--- src/rtl/interleaver_ctrl.sv ---
`default_nettype none
// ============================================================================
// Module      : interleaver_ctrl
// Description : Frame sequencer for the block interleaver core. It splits a
//               frame into OFDM symbols, fills each symbol, then drains it.
// Revision    : 1.0 - initial release
// ============================================================================
module interleaver_ctrl #(
  parameter int NCBPS = 48,
  parameter int AW    = 7
) (
  input  logic          clk,
  input  logic          reset,
  input  logic          start,
  input  logic [11:0]   size,
  input  logic          in_valid,
  output logic          in_ready,
  output logic          il_sym_start,
  output logic          il_wr_en,
  output logic [AW-1:0] il_wr_addr,
  output logic          il_pad,
  output logic [AW-1:0] il_rd_addr,
  output logic          out_valid,
  input  logic          out_ready,
  output logic          out_last,
  output logic [10:0]   sym_cnt,
  output logic          busy,
  output logic          done
);

  typedef enum logic [2:0] {
    IDLE  = 3'd0,
    SYM   = 3'd1,
    FILL  = 3'd2,
    DRAIN = 3'd3,
    FIN   = 3'd4
  } state_t;

  localparam logic [AW-1:0] LAST_IDX = AW'(NCBPS - 1);

  state_t        state, state_nxt;
  logic [15:0]   remaining;
  logic [AW-1:0] wr_cnt, rd_cnt;
  logic [10:0]   sym_cnt_q;
  logic          rem_zero;

  assign rem_zero   = (remaining == 16'd0);
  assign il_wr_addr = wr_cnt;
  assign il_rd_addr = rd_cnt;
  assign sym_cnt    = sym_cnt_q;

  always_comb begin
    state_nxt    = state;
    in_ready     = 1'b0;
    il_sym_start = 1'b0;
    il_wr_en     = 1'b0;
    il_pad       = 1'b0;
    out_valid    = 1'b0;
    out_last     = 1'b0;
    done         = 1'b0;
    busy         = (state != IDLE);
    case (state)
      IDLE: begin
        if (start) state_nxt = (size != 12'd0) ? SYM : FIN;
      end
      SYM: begin
        il_sym_start = 1'b1;
        state_nxt    = FILL;
      end
      FILL: begin
        // Once the frame's coded bits run out, pad one zero per cycle.
        in_ready = !rem_zero;
        il_pad   = rem_zero;
        il_wr_en = rem_zero | in_valid;
        if (il_wr_en && (wr_cnt == LAST_IDX)) state_nxt = DRAIN;
      end
      DRAIN: begin
        out_valid = 1'b1;
        out_last  = (rd_cnt == LAST_IDX) && rem_zero;
        if (out_ready && (rd_cnt == LAST_IDX)) state_nxt = rem_zero ? FIN : SYM;
      end
      FIN: begin
        done      = 1'b1;
        state_nxt = IDLE;
      end
      default: state_nxt = IDLE;
    endcase
  end

  always_ff @(posedge clk or posedge reset) begin
    if (reset) state <= IDLE;
    else       state <= state_nxt;
  end

  always_ff @(posedge clk or posedge reset) begin
    if (reset) begin
      remaining <= 16'd0;
      wr_cnt    <= '0;
      rd_cnt    <= '0;
      sym_cnt_q <= 11'd0;
    end else begin
      case (state)
        IDLE: begin
          if (start) begin
            remaining <= {size, 4'b0000};
            if (size != 12'd0) sym_cnt_q <= 11'd0;
          end
        end
        SYM: begin
          sym_cnt_q <= sym_cnt_q + 11'd1;
          wr_cnt    <= '0;
        end
        FILL: begin
          if (il_wr_en) begin
            wr_cnt <= wr_cnt + 1'b1;
            if (!rem_zero) remaining <= remaining - 16'd1;
            if (wr_cnt == LAST_IDX) rd_cnt <= '0;
          end
        end
        DRAIN: begin
          if (out_ready) rd_cnt <= rd_cnt + 1'b1;
        end
        default: ;
      endcase
    end
  end

endmodule
`default_nettype wire

--- config.mk ---
export PLATFORM = sky130hd
export DESIGN_NAME = interleaver_ctrl
export DESIGN_NICKNAME = d
export VERILOG_FILES = /design/src/rtl/interleaver_ctrl.sv
export SDC_FILE = /design/constraint.sdc
export NUM_CORES = 1
export LEC_CHECK = 0
export CORE_MARGIN = 2
export CORE_UTILIZATION = 42
export DETAILED_ROUTE_END_ITERATION = 10
export GPL_TIMING_DRIVEN = 1
export PLACE_DENSITY = 0.78
export RECOVER_POWER = 100
export SLEW_MARGIN = 15
export SYNTH_ARGS = -nofsm -noshare
export SYNTH_HDL_FRONTEND = slang
export SYNTH_SLANG_ARGS = --single-unit
--- constraint.sdc ---
create_clock -name clk -period 2.1 [get_ports clk]
set_input_delay 0.42 -clock clk [delete_from_list [all_inputs] [get_ports clk]]
set_output_delay 0.42 -clock clk [all_outputs]
set_load 0.05 [all_outputs]
==> results.ini, run 1 <==
[status]
status=finished with violations
violations=negative setup slack

[global_routing]
grt_pass1_vias=2458
grt_start_max_net_pins=45
grt-ovfl-total=0
grt_pass1_wl_um=11700
grt_util_all_layers_pct=22.2
antenna_found_initial=0

[placement]
place_hpwl_um=5080
post-place-ws_ps=-124
io_buffer_count=49
gp_congestion=0.866
placed_cells=436
postPlaceCellArea_um2=3460

[floorplan]
dieArea_um2=6830
core_um2=5960
initial_core_util_pct=43.6
die_h_um=82.6
fp.dieW_um=82.6
fp-row-count=28
pin_count=50

[routing]
ant_nets=0
routed_wl_um=7290
drc=0
dr.pass1.iters=6
vias=2655
vias_per_cell=5.86
drt-initial-drc-count=200
post_drt_wl_per_cell_um=16.1

[clock_tree]
cts_tree=done
clkSlewWorstSetupHoldPaths_ps=90
cts_hold_buf=0
cts_made_buffers=5
cts_buffer_depth=2
cts.sinks=44
cts-root-buf=clkbuf_8
htreeDepth=2
clkLatencyLatePin_ps=310

[sta]
timing.final.hold_violations=0
max-slew-margin-rel_pct=27.3
max_clock_freq_ghz=0.453
postLayoutSetupSlackWorst_ps=-107
setup_violations=4
finClkSkew_ps=3.29
worst_slew_pin_slew_ps=1090
fin_crit_ps=2210
slew_violations=0
post-route-period-util_pct=105
rsz0062_at_grt=yes
finalSetupTns_ps=-336
timing.hold.ws_ps=507

[layout]
stdcell_area_um2=3680
final_util_pct=61.8
syn_to_final_growth_pct=41.7
drive_above_1_share_pct=20.9
seq_area_um2=1100
antenna_cells=0
nets=399
n_fill_cell=513
multi_input_area_um2=1480
fin_cells=453

[setup_path]
slowest_stage=or3_4
worstReg2RegStart=state[0]
rr_endpoint=sym_cnt[7]
critPathLaunch=remaining[10]
startpoint_type=register
reg2reg_depth=7
crit_family=simple AND/OR/NAND/NOR gates
crit_end=out_last
endpoint_kind=output pin
crit_buf_inv=1
path_depth=5
worstPathRequired_ps=1680
regToRegSetupSlack_ps=0
cp_max_fo=3
crit_chain=or3_4 > nor4_4 > and2_4 > and3_4 > buf_12
cp_slowest_stage_delay_ps=410
path_class=register to output pin
critPathArrivalTime_ps=1790

[power]
ir_worst_vdd_uv=637
p_leak_nw=1.54
power.density_nw_per_um2=1370
total_power_mw=5.03

[yosys]
ys_warn_count=0
synth_edf_count=0
synth_ff_type=dfrtp_1
async_reset_ff_share_pct=100
syn_nets=317
synth.distinct_cells=47
syn_area_per_cell_um2=8.81
synth_cells=295
yosysSeqAreaShare_pct=42.4
synth_seq_cells=44
syn_area_um2=2600

[min_path]
worstHoldStart=il_rd_addr[0]
holdCritPathClass=register to register

[run]
maxCapViolCount=0

==> cells by family after synthesis <==
group / synth area share [%]
buffers and inverters: 4.24
AND/OR/NAND/NOR: 27.6
flip-flops: 42.4
AO/OA/AOI/OAI: 17.8
adder cells (fa/ha/maj): 2.41
XOR/XNOR: 2.36
multiplexers: 3.13
==> cell type report <==
type | instances | share of cell area (%)
multi-input combinational | 224 | 40.3
clock buffer | 5 | 1.87
clock inverter | 3 | 1.26
sequential | 44 | 30.0
inverter | 13 | 1.33
tap | 75 | 2.55
timing repair buffer | 89 | 22.7
==> worst register-to-register path, stage by stage (launching register included) <==
cell      delay (ps)
dfrtp_1          530
nor3_1            90
buf_4            160
nand4_1           90
clkbuf_1         340
nand2_1          160
or4_1            520
a21oi_1          150
==> layout by cell type (no fill, tap or decap), types with 3 or more instances in the layout <==
cell type	netlist	layout
a21oi_1	20	18
a22oi_1	3	3
a31oi_1	5	5
and2_1	4	3
and3_1	8	6
buf_12	0	7
buf_4	1	35
clkbuf_1	7	4
clkbuf_8	0	5
clkdlybuf4s50_1	0	31
dfrtp_1	44	42
dlygate4sd3_1	0	8
ha_1	5	5
inv_1	13	13
mux2i_1	7	7
nand2_1	27	27
nand3_1	13	13
nand4_1	8	8
nor2_1	23	20
nor3_1	18	14
nor3_2	0	3
nor4_1	9	9
o211ai_1	3	3
o21ai_0	12	11
o221ai_1	4	4
o22ai_1	3	3
o2bb2ai_1	7	7
o31ai_1	7	6
or4_1	6	4
xor2_1	7	7
==> cells in the mapped netlist, types with 2 or more instances <==
master	count	area (um^2)
nor2_1	23	86.3
and2_1	4	25.0
ha_1	5	62.6
a31oi_1	5	31.3
and3_1	8	50.1
o31ai_1	7	52.6
nand2_1	27	101
inv_1	13	48.8
buf_1	2	7.51
xor2_1	7	61.3
clkbuf_1	7	26.3
o2bb2ai_1	7	61.3
a22oi_1	3	22.5
nand2b_1	2	12.5
o211ai_1	3	22.5
or3_1	3	18.8
buf_2	4	20.0
nand3b_1	2	15.0
nand3_1	13	65.1
nor3_1	18	90.1
a21oi_1	20	100
o221ai_1	4	35.0
nor4_1	9	56.3
dfrtp_1	44	1100
o21ai_0	12	60.1
mux2i_1	7	70.1
nand4_1	8	50.1
or4_1	6	45.0
nor3b_1	2	15.0
o22ai_1	3	18.8
==> sequential cells by signal, summed over array words and instances, names as in the netlist <==
| name | count |
|---|---|
| sym_cnt | 11 |
| state | 3 |
| il_rd_addr | 7 |
| il_wr_addr | 7 |
| remaining | 16 |
==> where the power goes <==
group / switching (mW) / total [mW] / leakage, nW / internal [mW]
logic: 1.69 / 2.88 / 0.922 / 1.19
registers: 0.345 / 1.47 / 0.562 / 1.12
clock network: 0.321 / 0.680 / 0.0548 / 0.359
==> worst min path at each step <==
stage	slack, ps	cells past startpoint	end
finish	510	1	il_rd_addr[0]
global route	530	1	il_rd_addr[0]
CTS	500	3	sym_cnt[10]
detailed placement	490	1	remaining[12]
global placement	480	1	remaining[12]
floorplan	460	1	remaining[12]
==> layer usage <==
layer	GRT usage (%)	part of all wire, %	vias to the layer above
li1	-	-	1264
met1	29.0	41	1251
met2	36.7	49	117
met3	3.37	6.7	23
met4	9.34	2.6	0
met5	0	0	-
==> timing repair <==
item                       CTS  global route
pin swaps                    5             2
setup endpoints to repair    4            17
hold endpoints to repair     0             0
gates resized for setup      1            19
setup buffers                7             2
Note: power is estimated with default switching activity, not from simulation.
==> run 2, diff against run 1 <==
--- a/config.mk
+++ b/config.mk
@@ -7,2 +7,3 @@
 export LEC_CHECK = 0
+export ABC_AREA = 1
 export CORE_MARGIN = 2
@@ -11,3 +12,3 @@
 export GPL_TIMING_DRIVEN = 1
-export PLACE_DENSITY = 0.78
+export PLACE_DENSITY = 0.77
 export RECOVER_POWER = 100
--- a/constraint.sdc
+++ b/constraint.sdc
@@ -3,2 +3,2 @@
 set_output_delay 0.42 -clock clk [all_outputs]
-set_load 0.05 [all_outputs]
+set_load 0.005 [all_outputs]
==> run 2 against run 1 <==
  * Non-clock buffer count is 1 lower
  * Sequential share of layout area fell by 2.3 points
  * Final cell count is 41% higher
  * Worst hold slack better by 33 ps
  * Sequential cell count did not move
  * The run now ends clean
  * Die area rose by 19%
  * Synthesized cell count rose by 54%
  * Total power decreased by 4.7%
  * Register-to-register slack gained 160 ps
  * Largest power group unchanged
  * Utilization is 6.6 points lower
  * Via count up 17%
  * Largest cell class unchanged
==> results.ini, run 2 <==
[power]
p_leak_nw=2.03  ; +32%
p_switching_mw=2.25  ; -4.8%
ir_worst_vdd_uv=512  ; -20%
p_comb_share_pct=60.9  ; +3.6 points
sw_frac_of_total_pct=46.9  ; about the same
total_power_mw=4.79  ; -4.7%
pwr-share-clk_pct=11.0  ; -2.5 points
power.density_nw_per_um2=1200  ; -12%
p_int_mw=2.54  ; -4.6%
seqPwrFrac_pct=28.1  ; -1.1 points

[global_routing]
grt-ovfl-total=0  ; unchanged
grt_pass1_vias=3090  ; +26%
grt_start_max_net_pins=45  ; unchanged
grt_pass1_wl_um=13300  ; +13%
grt_util_all_layers_pct=19.7  ; -2.5 points
antenna_found_initial=0  ; unchanged

[setup_path]
cp_slowest_stage_delay_ps=490  ; +80 ps
cp_max_fo=5  ; +2
crit_family=buffers and inverters
endpoint_kind=output pin
critPathLaunch=state[2]
regToRegSetupSlack_ps=160  ; +160 ps
worstPathRequired_ps=1680  ; about the same
crit_end=out_valid
worstReg2RegStart=remaining[2]
crit_chain=inv_2 > nand2_4 > nor2_4 > buf_6 > clkdlybuf4s50_1
crit_buf_inv=3  ; +2
reg2reg_depth=10  ; +3
critPathArrivalTime_ps=1610  ; -180 ps
slowest_stage=clkdlybuf4s50_1
path_class=register to output pin
path_depth=5  ; unchanged
startpoint_type=register
rr_endpoint=remaining[7]

[routing]
vias_per_cell=4.87  ; -17%
vias=3109  ; +17%
post_drt_wl_per_cell_um=11.9  ; -26%
drc=0  ; unchanged
ant_nets=0  ; unchanged
routed_wl_um=7590  ; +4.1%
drt-initial-drc-count=126  ; -37%
dr.pass1.iters=4  ; -2

[placement]
gp_congestion=0.897  ; +3.6%
place_hpwl_um=5610  ; +10%
io_buffer_count=49  ; unchanged
post-place-ws_ps=16.1  ; +140 ps

[yosys]
synth_top_area_share_pct=35.4  ; -6.9 points
yosysSeqAreaShare_pct=35.4  ; -6.9 points
synth_cells=454  ; +54%
syn_area_um2=3110  ; +20%
synthTopCellsByArea=dfrtp_1, nand2_1, nor2_1
synth_ff_type=dfrtp_1
synth.distinct_cells=29  ; -38%
synth_common_cells=nand2_1, nor2_1, dfrtp_1, inv_1, nand3_1
async_reset_ff_share_pct=100  ; unchanged
syn_nets=476  ; +50%
syn_area_per_cell_um2=6.84  ; -22%
synth_edf_count=0  ; unchanged
synth_seq_cells=44  ; unchanged
ys_warn_count=0  ; unchanged
synth.most_common_cell=nand2_1
yosysTopAreaCell=dfrtp_1

[floorplan]
dieArea_um2=8100  ; +19%
core_um2=7210  ; +21%
die_h_um=90.0  ; +8.9%
initial_core_util_pct=43.1  ; -0.55 points
pin_count=50  ; unchanged
fp-row-count=31  ; +11%
fp.dieW_um=90.0  ; +8.9%

[status]
status=completed

[sta]
finClkSkew_ps=5.23  ; +1.94 ps
timing.final.hold_violations=0  ; unchanged
rsz0062_at_grt=yes
postLayoutSetupSlackWorst_ps=74.9  ; +182 ps
max_clock_freq_ghz=0.494  ; +9.0%
max-slew-margin-rel_pct=23.5  ; -3.8 points
fin_crit_ps=2030  ; -182 ps
setup_violations=0  ; -4
worst_slew_pin_slew_ps=1150  ; +56.9 ps
post-route-period-util_pct=96.4  ; -8.6 points
slew_violations=0  ; unchanged

[layout]
syn_to_final_growth_pct=28.2
n_fill_cell=707  ; +38%
drive_above_1_share_pct=17.8  ; -3.1 points
final_util_pct=55.2  ; -6.6 points
final_cell_mix=nand2_1, nor2_1, dfrtp_1, inv_1, buf_4
layout_commonest_cell=nand2_1
nets=561  ; +41%
largest_reg_flops=16  ; unchanged
antenna_cells=0  ; unchanged
top_register=remaining

[clock_tree]
cts_buffer_depth=2  ; unchanged
cts_tree=done
cts_hold_buf=0  ; unchanged
clkSlewWorstSetupHoldPaths_ps=90  ; about the same
cts_made_buffers=5  ; unchanged
clkLatencyLatePin_ps=300  ; about the same
cts.sinks=44  ; unchanged
htreeDepth=2  ; unchanged
cts-root-buf=clkbuf_8

[run]
maxCapViolCount=0  ; unchanged

[min_path]
holdCritPathClass=register to register

[run 2: changes by cell type in the layout (fill, tap and decap cells not counted), sizes merged, moves of 8 or more]
cell           previous run  this run
clkdlybuf4s50            31        18
nand2                    27       194
a21oi                    21         2
nor4                     10         0
dlygate4sd3               8        27
o21ai                    12        21
nor3                     18         8
buf                      43        34
and3                      8         0
nand3                    13        32
nor2                     23        62
inv                      14        36
[run 2: cell families after synthesis]
logic type	synth area share, %
compound gates	5.20
xor+xnor	3.66
fa+ha+maj	2.01
buf+inv	7.25
flops	35.4
mux	0.322
simple gates	46.1
[run 2: final cells by class]
cell class | count | area (um^2) | area share, %
clock inverters | 2 | 12.5 | 0.314
inverters | 38 | 145 | 3.64
clock buffers | 5 | 68.8 | 1.73
multi-input cells | 362 | 1770 | 44.4
flip-flops and latches | 44 | 1100 | 27.7
repair buffers | 88 | 761 | 19.1
well taps | 99 | 124 | 3.11
[run 2: how the worst min path moves through the flow]
stage	depth (start not counted)	endpoint	from
after detailed placement	2	remaining[15]	remaining[15]
after global placement	2	sym_cnt[10]	sym_cnt[10]
after CTS	3	il_wr_addr[6]	reset
after floorplan	2	remaining[1]	remaining[1]
final	2	remaining[15]	remaining[15]
after global routing	2	sym_cnt[10]	sym_cnt[10]
[run 2: tightest hold or removal path, delay by kind of cell (launching register included)]
family / cells / cell delay [ps]
flip-flops: 1 / 390
AND/OR/NAND/NOR: 2 / 130
[run 2: metal layers]
metal	share of wire, %	GRT usage, %	vias up
li1	-	-	1587
met1	47	24.9	1429
met2	47	32.8	77
met3	3.7	2.68	16
met4	2.7	10.3	0
met5	0	0	-
[run 2: through the flow]
stage          cell area (um^2)  instances  hold WS [ps]  TNS [ps]
2_1_floorplan              3110        454           483         0
3_3_place_gp               3930        625           506         0
3_5_place_dp               3930        625           523         0
4_1_cts                    4020        632           492         0
5_1_grt                    3980        638           583     -79.4
6_report                   3980        638           540         0
[run 2: power groups by stage]
| stage | sequential [mW] | clock [mW] | combinational [mW] |
|---|---|---|---|
| final | 1.35 | 0.525 | 2.92 |
| after global placement | 1.34 | 0 | 2.93 |
| after CTS | 1.34 | 0.534 | 3.02 |
| after global routing | 1.39 | 0.564 | 3.28 |
| after detailed placement | 1.35 | 0 | 2.99 |
| after floorplan | 1.37 | 0 | 1.93 |
[run 2: what timing repair did]
item	in CTS	in global routing
gates resized for setup	13	10
hold endpoints to repair	0	0
endpoints found under the setup margin	5	6
pin swaps	1	8
setup buffers	0	6
==> run 3, diff against run 2 <==
HOLD_SLACK_MARGIN = 0.15   (was not set)
==> results of run 3 <==
Final layout, timing and power as in run 2 (identical DEF).
